## src/rtl/mem_stage_pkg.sv

```systemverilog
// Shared definitions for the MEM stage: datapath width, FSM state encodings
// and the writeback result selector.
package mem_stage_pkg;

  localparam int DATA_W = 16;

  typedef enum logic {
    MEM_IDLE = 1'b0,
    MEM_WAIT = 1'b1
  } mem_state_t;

  function automatic logic [DATA_W-1:0] wb_select(
    input logic              mem_to_reg,
    input logic [DATA_W-1:0] rdata,
    input logic [DATA_W-1:0] alu_result
  );
    return mem_to_reg ? rdata : alu_result;
  endfunction

endpackage

```

## src/rtl/mem_stage_ex_mem_reg.sv

```systemverilog
// EX/MEM pipeline register: loads when enabled, holds while the stage stalls,
// and can drop its valid bit once a held memory op has completed.
module ex_mem_reg
  import mem_stage_pkg::*;
(
  input  logic              clk,
  input  logic              rst_n,
  input  logic              en,
  input  logic              clr,
  input  logic              ex_valid,
  input  logic              ex_flush,
  input  logic [DATA_W-1:0] ex_alu_result,
  input  logic [DATA_W-1:0] ex_store_data,
  input  logic [2:0]        ex_write_reg_addr,
  input  logic              ex_reg_write,
  input  logic              ex_mem_read,
  input  logic              ex_mem_write,
  input  logic              ex_mem_to_reg,
  output logic              m_valid,
  output logic [DATA_W-1:0] m_alu_result,
  output logic [DATA_W-1:0] m_store_data,
  output logic [2:0]        m_write_reg_addr,
  output logic              m_reg_write,
  output logic              m_mem_read,
  output logic              m_mem_write,
  output logic              m_mem_to_reg
);

  always_ff @(posedge clk) begin
    if (!rst_n) begin
      m_valid          <= 1'b0;
      m_alu_result     <= '0;
      m_store_data     <= '0;
      m_write_reg_addr <= '0;
      m_reg_write      <= 1'b0;
      m_mem_read       <= 1'b0;
      m_mem_write      <= 1'b0;
      m_mem_to_reg     <= 1'b0;
    end else if (en) begin
      m_valid          <= ex_valid && !ex_flush;
      m_alu_result     <= ex_alu_result;
      m_store_data     <= ex_store_data;
      m_write_reg_addr <= ex_write_reg_addr;
      m_reg_write      <= ex_reg_write;
      m_mem_read       <= ex_mem_read;
      m_mem_write      <= ex_mem_write;
      m_mem_to_reg     <= ex_mem_to_reg;
    end else if (clr) begin
      // A held op that just retired must not be issued a second time.
      m_valid <= 1'b0;
    end
  end

endmodule

```

## src/rtl/mem_stage.sv

```systemverilog
// MEM stage: EX/MEM register, data-memory req/ready access FSM with timeout,
// MEM/WB register and the MEM-stage forwarding taps back to EX.
module mem_stage
  import mem_stage_pkg::*;
#(
  parameter int ADDR_W  = 16,
  parameter int TIMEOUT = 15
) (
  input  logic              clk,
  input  logic              rst_n,
  input  logic              ex_valid,
  input  logic              ex_flush,
  input  logic [15:0]       ex_alu_result,
  input  logic [15:0]       ex_store_data,
  input  logic [2:0]        ex_write_reg_addr,
  input  logic              ex_reg_write,
  input  logic              ex_mem_read,
  input  logic              ex_mem_write,
  input  logic              ex_mem_to_reg,
  output logic              dmem_req,
  output logic              dmem_we,
  output logic [ADDR_W-1:0] dmem_addr,
  output logic [15:0]       dmem_wdata,
  input  logic [15:0]       dmem_rdata,
  input  logic              dmem_ready,
  output logic              mem_stall,
  output logic [15:0]       mem_forward_data,
  output logic [2:0]        mem_fwd_reg_addr,
  output logic              mem_fwd_reg_write,
  output logic              wb_valid,
  output logic              wb_reg_write,
  output logic [2:0]        wb_reg_addr,
  output logic [15:0]       wb_data,
  output logic              bus_error
);

  localparam int CNT_W = $clog2(TIMEOUT + 1);

  logic              m_valid;
  logic [DATA_W-1:0] m_alu_result;
  logic [DATA_W-1:0] m_store_data;
  logic [2:0]        m_write_reg_addr;
  logic              m_reg_write;
  logic              m_mem_read;
  logic              m_mem_write;
  logic              m_mem_to_reg;

  mem_state_t        state, state_next;
  logic [CNT_W-1:0]  cnt, cnt_next;
  logic              is_mem;
  logic              retire;
  logic              timeout;
  logic              hold_clr;
  logic              load_en;

  assign load_en = !mem_stall;

  ex_mem_reg u_ex_mem_reg (
    .clk               (clk),
    .rst_n             (rst_n),
    .en                (load_en),
    .clr               (hold_clr),
    .ex_valid          (ex_valid),
    .ex_flush          (ex_flush),
    .ex_alu_result     (ex_alu_result),
    .ex_store_data     (ex_store_data),
    .ex_write_reg_addr (ex_write_reg_addr),
    .ex_reg_write      (ex_reg_write),
    .ex_mem_read       (ex_mem_read),
    .ex_mem_write      (ex_mem_write),
    .ex_mem_to_reg     (ex_mem_to_reg),
    .m_valid           (m_valid),
    .m_alu_result      (m_alu_result),
    .m_store_data      (m_store_data),
    .m_write_reg_addr  (m_write_reg_addr),
    .m_reg_write       (m_reg_write),
    .m_mem_read        (m_mem_read),
    .m_mem_write       (m_mem_write),
    .m_mem_to_reg      (m_mem_to_reg)
  );

  assign is_mem     = m_valid && (m_mem_read || m_mem_write);
  assign dmem_we    = dmem_req && m_mem_write;
  assign dmem_addr  = m_alu_result[ADDR_W-1:0];
  assign dmem_wdata = m_store_data;

  assign mem_forward_data  = m_alu_result;
  assign mem_fwd_reg_addr  = m_write_reg_addr;
  assign mem_fwd_reg_write = m_valid && m_reg_write;

  always_comb begin
    state_next = state;
    cnt_next   = cnt;
    dmem_req   = 1'b0;
    mem_stall  = 1'b0;
    retire     = 1'b0;
    timeout    = 1'b0;
    hold_clr   = 1'b0;
    case (state)
      MEM_IDLE: begin
        dmem_req = is_mem;
        if (is_mem) begin
          if (dmem_ready) begin
            retire = 1'b1;
          end else begin
            mem_stall  = 1'b1;
            state_next = MEM_WAIT;
            cnt_next   = CNT_W'(1);
          end
        end else if (m_valid) begin
          retire = 1'b1;
        end
      end
      MEM_WAIT: begin
        dmem_req  = 1'b1;
        mem_stall = 1'b1;
        if (dmem_ready) begin
          retire     = 1'b1;
          hold_clr   = 1'b1;
          state_next = MEM_IDLE;
          cnt_next   = '0;
        end else if (cnt == CNT_W'(TIMEOUT)) begin
          retire     = 1'b1;
          timeout    = 1'b1;
          hold_clr   = 1'b1;
          state_next = MEM_IDLE;
          cnt_next   = '0;
        end else begin
          cnt_next = cnt + 1'b1;
        end
      end
      default: state_next = MEM_IDLE;
    endcase
  end

  // MEM/WB boundary: bubbles clear valid/write-enable but keep data and address.
  always_ff @(posedge clk) begin
    if (!rst_n) begin
      state        <= MEM_IDLE;
      cnt          <= '0;
      bus_error    <= 1'b0;
      wb_valid     <= 1'b0;
      wb_reg_write <= 1'b0;
      wb_reg_addr  <= '0;
      wb_data      <= '0;
    end else begin
      state        <= state_next;
      cnt          <= cnt_next;
      wb_valid     <= retire;
      wb_reg_write <= retire && m_reg_write && !timeout;
      if (timeout) begin
        bus_error <= 1'b1;
      end
      if (retire) begin
        wb_reg_addr <= m_write_reg_addr;
        wb_data     <= wb_select(m_mem_to_reg, dmem_rdata, m_alu_result);
      end
    end
  end

endmodule

```

## config.mk

```make
export PLATFORM = sky130hd
export DESIGN_NAME = mem_stage
export DESIGN_NICKNAME = d
export VERILOG_FILES = /design/src/rtl/mem_stage_pkg.sv /design/src/rtl/mem_stage_ex_mem_reg.sv /design/src/rtl/mem_stage.sv
export SDC_FILE = /design/constraint.sdc
export NUM_CORES = 1
export LEC_CHECK = 0
export ABC_CLOCK_PERIOD_IN_PS = 2700
export CAP_MARGIN = 40
export CORE_ASPECT_RATIO = 0.7
export CORE_UTILIZATION = 45
export DETAILED_ROUTE_END_ITERATION = 16
export GPL_ROUTABILITY_DRIVEN = 0
export HOLD_SLACK_MARGIN = 0.06
export PLACE_DENSITY = 0.86
export SLEW_MARGIN = 10
export SYNTH_ARGS = -nofsm -noshare
export SYNTH_HDL_FRONTEND = slang
export SYNTH_HIERARCHICAL = 1
export SYNTH_SLANG_ARGS = --single-unit
```

## constraint.sdc

```tcl
create_clock -name clk -period 2.7 [get_ports clk]
set_clock_uncertainty 0.15 [all_clocks]
set_input_delay 0.54 -clock clk [delete_from_list [all_inputs] [get_ports clk]]
set_output_delay 0.54 -clock clk [all_outputs]
set_load 0.02 [all_outputs]
```

# Word-level counts from Yosys, hierarchy flattened
# Index checks and enable logic that the tools add are counted.
[op_classes] addsub=1 n_eq_ne=4 n_mux=24 bitwise_logic=1 n_reduce_logical=10
[op_table] cell="$mux W16" n=1
[op_table] cell="$mux W4" n=4
[op_table] cell="$mux W1" n=14
[op_table] cell="$pmux W1 S2" n=4
[op_table] cell="$pmux W4 S2" n=1
[op_table] cell="$logic_and A1 B1 Y1" n=6
[op_table] cell="$add A4 B1 Y4 const B" n=1
[op_table] cell="$eq A4 B4 Y1 const B" n=1
[op_table] cell="$ne A2 B2 Y1 const B" n=2
[op_table] cell="$logic_not A1 Y1" n=2
[op_table] cell="$ne A2 B1 Y1 const B" n=1
[op_table] cell="$reduce_and A2 Y1" n=1
[op_table] cell="$logic_or A1 B1 Y1" n=1
[op_table] cell="$not A1 Y1" n=1
[totals] regBits=67 in_bits=60 out_inout_bits=77 word_cells=55

# Logic depth before layout (Yosys ltp)
[depth] ltp_word=6 depth_mapped=7 mapped_depth_nobuf=5

# By module
# The synthesis kept the hierarchy.
[by_module_without_submodules] mod="ex_mem_reg" instances=1 cells_per_inst=130 area_each_um2=1565.3 seq_area_each_um2=800.8
[by_module_without_submodules] mod="mem_stage" instances=1 cells_per_inst=164 area_each_um2=1476.4 seq_area_each_um2=540.5

# Least setup slack after synthesis
# No wires, ideal clock.
[synth_timing] kind="input-to-reg" start="input port dmem_ready" end="register u_ex_mem_reg.m_alu_result[0]" setup_ns=0.116 arrival_ns=1.612 required_time_ns=2.434 slack_ns=0.822 stages=6 n_path_buf=2 cell_sequence="o21ai_1 inv_1 buf_6 buf_12 mux2i_1 nor2b_1"
[synth_via] elab_chain_len=3
[synth_rtl] element="start: declaration" line_no="mem_stage.sv:25" rtl="input logic dmem_ready,"
[synth_rtl] element="$mux W1" line_no="mem_stage.sv:103" rtl="if (dmem_ready) begin"
[synth_rtl] element="$mux W1" line_no="mem_stage.sv:102" rtl="if (is_mem) begin"
[synth_rtl] element="$pmux W1 S2" line_no="mem_stage.sv:99" rtl="case (state)"
[synth_rtl] element="end signal: assignment" line_no="mem_stage_ex_mem_reg.sv:41" rtl="m_alu_result <= ex_alu_result;"
[synth_rtl] element="end: declaration" line_no="mem_stage_ex_mem_reg.sv:20" rtl="output logic [DATA_W-1:0] m_alu_result,"
# Every way passes these cells.
# A chain may end at the register's enable or synchronous reset.

# Worst setup path after layout
[layout_timing] start="input port dmem_ready" end="output port mem_stall"
[layout_via] elab_chain_len=3
[layout_rtl] element="$mux W1" line_no="mem_stage.sv:103"
[layout_rtl] element="$mux W1" line_no="mem_stage.sv:102"
[layout_rtl] element="$pmux W1 S2" line_no="mem_stage.sv:99"
[layout_rtl] element="end: declaration" line_no="mem_stage.sv:26" rtl="output logic mem_stall,"
# Every way passes these cells.

==> out/qor.csv <==
metric;value;unit
run status;completed;
Tot GR Track Use;21.0;%
Synth warnings;6;
fin cells;509;
Crit. End Element;output port;
CP delay by family, top;buffers and inverters;
DR iter-0 viols;55;
Sw Share;25.9;%
maximum number of pins on one net before global-route repair;30;
critical path class;primary input to output port;
gr ovfl total;0;
vias in the first global route;2410;
share of layout cells above drive strength 1;10.0;%
commonest non-fill, non-tap cell in the layout;clkdlybuf4s50_1;
initial core utilization;47.8;%
Post-DP Area;0.00430;mm²
Root Buffer;clkbuf_8;
Non-Filler Cell Area, Final;0.00448;mm²
# clock sinks;67;
number of synthesized register bits;67;
Vias;2412;
Hold/Removal Path Class;flip-flop to flip-flop;
TritonCTS clock tree;done;
cell breakdown of the critical path;clkdlybuf4s50_1 > o21ai_1 > clkdlybuf4s50_1;
Mapped Cells;294;
WP data arrival;1.79;ns
CP Max Fanout;2;
Int Pwr;1.72;mW
NetSw;601;µW
pre-CTS setup slack;0.196;ns
area grow syn2layout;47.4;%
Fmax;403;MHz
Clock power frac;33.8;%
Cell variety after synth;33;
Slew @ Worst Pin;0.801;ns
final net count;475;
Pwr Total;2.32;mW
Setup crit start kind;primary input;
Reg clk slew, reported paths;0.06;ns
minimum clock period;2.48;ns
first-pass GRT wire length;11500;µm
P per Cell Area;517;mW/mm²
max incr delay on CP;0.63;ns
crit share post-route;92.0;%
drt drc;0;
cell area after synthesis;0.00304;mm²
Core Box Area;0.00637;mm²
Syn Area/Cell;10.3;µm²
unrepaired setup endpoints after global routing;no;
PnR worst setup slack;0.217;ns
I/O Buffers;136;
IO Pins;137;
Die W;100;µm
total detailed-routing wirelength;7230;µm
CTS Buffer Depth;2;
Leak Pwr;2.02;nW
Comb pwr share;19.6;%
Post CTS Setup Buffer Count;0;
Routed Antenna Nets;0;
post-CTS resize count;0;
Cell Rows;24;
routed vias/inst;4.74;
die area;0.00710;mm²
1st-pass router iterations;4;
fraction of power consumed by sequential logic;46.6;%
post-DR wirelength/cell;14.2;µm
worst vdd ir;349;µV
setup tns final;0;ns
Final HPWL DP;5290;µm
worst relative slew slack;46.6;%
Cells after DPL;494;
Slew Limit Fails;0;
most frequent cells in the layout;135 x clkdlybuf4s50_1, 67 x dfxtp_1, 58 x mux2i_1;
hold buffers post-CTS;0;
reg2reg setup slack;0.61;ns
Final Hold Fails;0;
Max-Cap Viols;0;
Synth Flop Type;dfxtp_1;
ys async rst share;0;%
H-Tree Depth;3;
final setup fails;0;
clk_lat worst skew;0.33;ns
antenna violations before repair;0;
Largest regs;u_ex_mem_reg/m_alu_result: 16 flops, u_ex_mem_reg/m_store_data: 16 flops, wb_data: 16 flops;
die height;70.8;µm
Syn Nets;355;
ant diodes;0;
CP bufs+invs;2;
most frequent CP cell;clkdlybuf4s50_1;
Post-synth EDFFs;0;
post-synthesis sequential area ratio;44.1;%
CTS Buf Count;9;
Critical Path RT;2.01;ns
Critical-path top delay cell;clkdlybuf4s50_1;
power by group through the flow:
stage	clock network (mW)	logic [mW]	registers, mW
floorplan	0	0.205	1.14
global placement	0	0.448	1.10
detailed placement	0	0.456	1.10
CTS	0.802	0.459	1.08
global route	0.864	0.484	1.09
finish	0.784	0.455	1.08
cell usage after synthesis, types with 2 or more instances:
master | instances | area [µm²]
nor2b_1 | 41 | 257
nor2_1 | 5 | 18.8
buf_6 | 3 | 33.8
nand2_1 | 42 | 158
a21oi_1 | 3 | 15.0
nand3_1 | 3 | 15.0
dfxtp_1 | 67 | 1340
a311oi_1 | 2 | 17.5
mux2_2 | 16 | 180
inv_1 | 3 | 11.3
clkbuf_1 | 10 | 37.5
buf_4 | 16 | 120
mux2i_1 | 58 | 581
buf_12 | 5 | 100
nor3_1 | 2 | 10.0
logic make-up after synthesis:
kind of cell	count (synthesis)	synth area share, %
multiplexers	74	25.0
AO/OA/AOI/OAI	14	3.58
flip-flops	67	44.1
AND/OR/NAND/NOR	100	16.8
adder cells (fa/ha/maj)	1	0.411
buffers and inverters	38	10.1
worst min-delay path: stages, from the launching register on:
cell and delay [ns]:
dfxtp_1 0.31, nand2_1 0.05, mux2i_1 0.05
through the flow:
stage	hold WS (ns)	utilization, %
2_1_floorplan	0.278	-
3_3_place_gp	0.293	67.6
3_5_place_dp	0.303	67.6
4_1_cts	0.309	70.4
5_1_grt	0.336	70.4
6_report	0.307	70.4
layer usage:
metal,GRT usage (%),routed length (µm),vias up
met5,0,0,-
met4,5.48,43,0
met3,9.98,590,4
met2,34.6,3410,90
met1,24.7,3180,1109
li1,-,-,1209
path summary, 6_finish.rpt:
check	startpoint	cells after the start	end
worst max-delay path	dmem_ready	3	mem_stall
worst min-delay path	wb_data[0]	2	wb_data[0]
worst max register to register	u_ex_mem_reg/m_mem_write	7	u_ex_mem_reg/m_store_data[14]
worst min register to register	wb_data[0]	2	wb_data[0]
area by class of cell:
class / count / area, µm²
clock inverters: 5 / 55.1
inverters: 3 / 11.3
clock buffers: 10 / 128
flip-flops and latches: 67 / 1340
multi-input cells: 189 / 1390
well taps: 91 / 114
fillers: 519 / 1880
repair buffers: 144 / 1440
(Power assumes the default switching activity.)
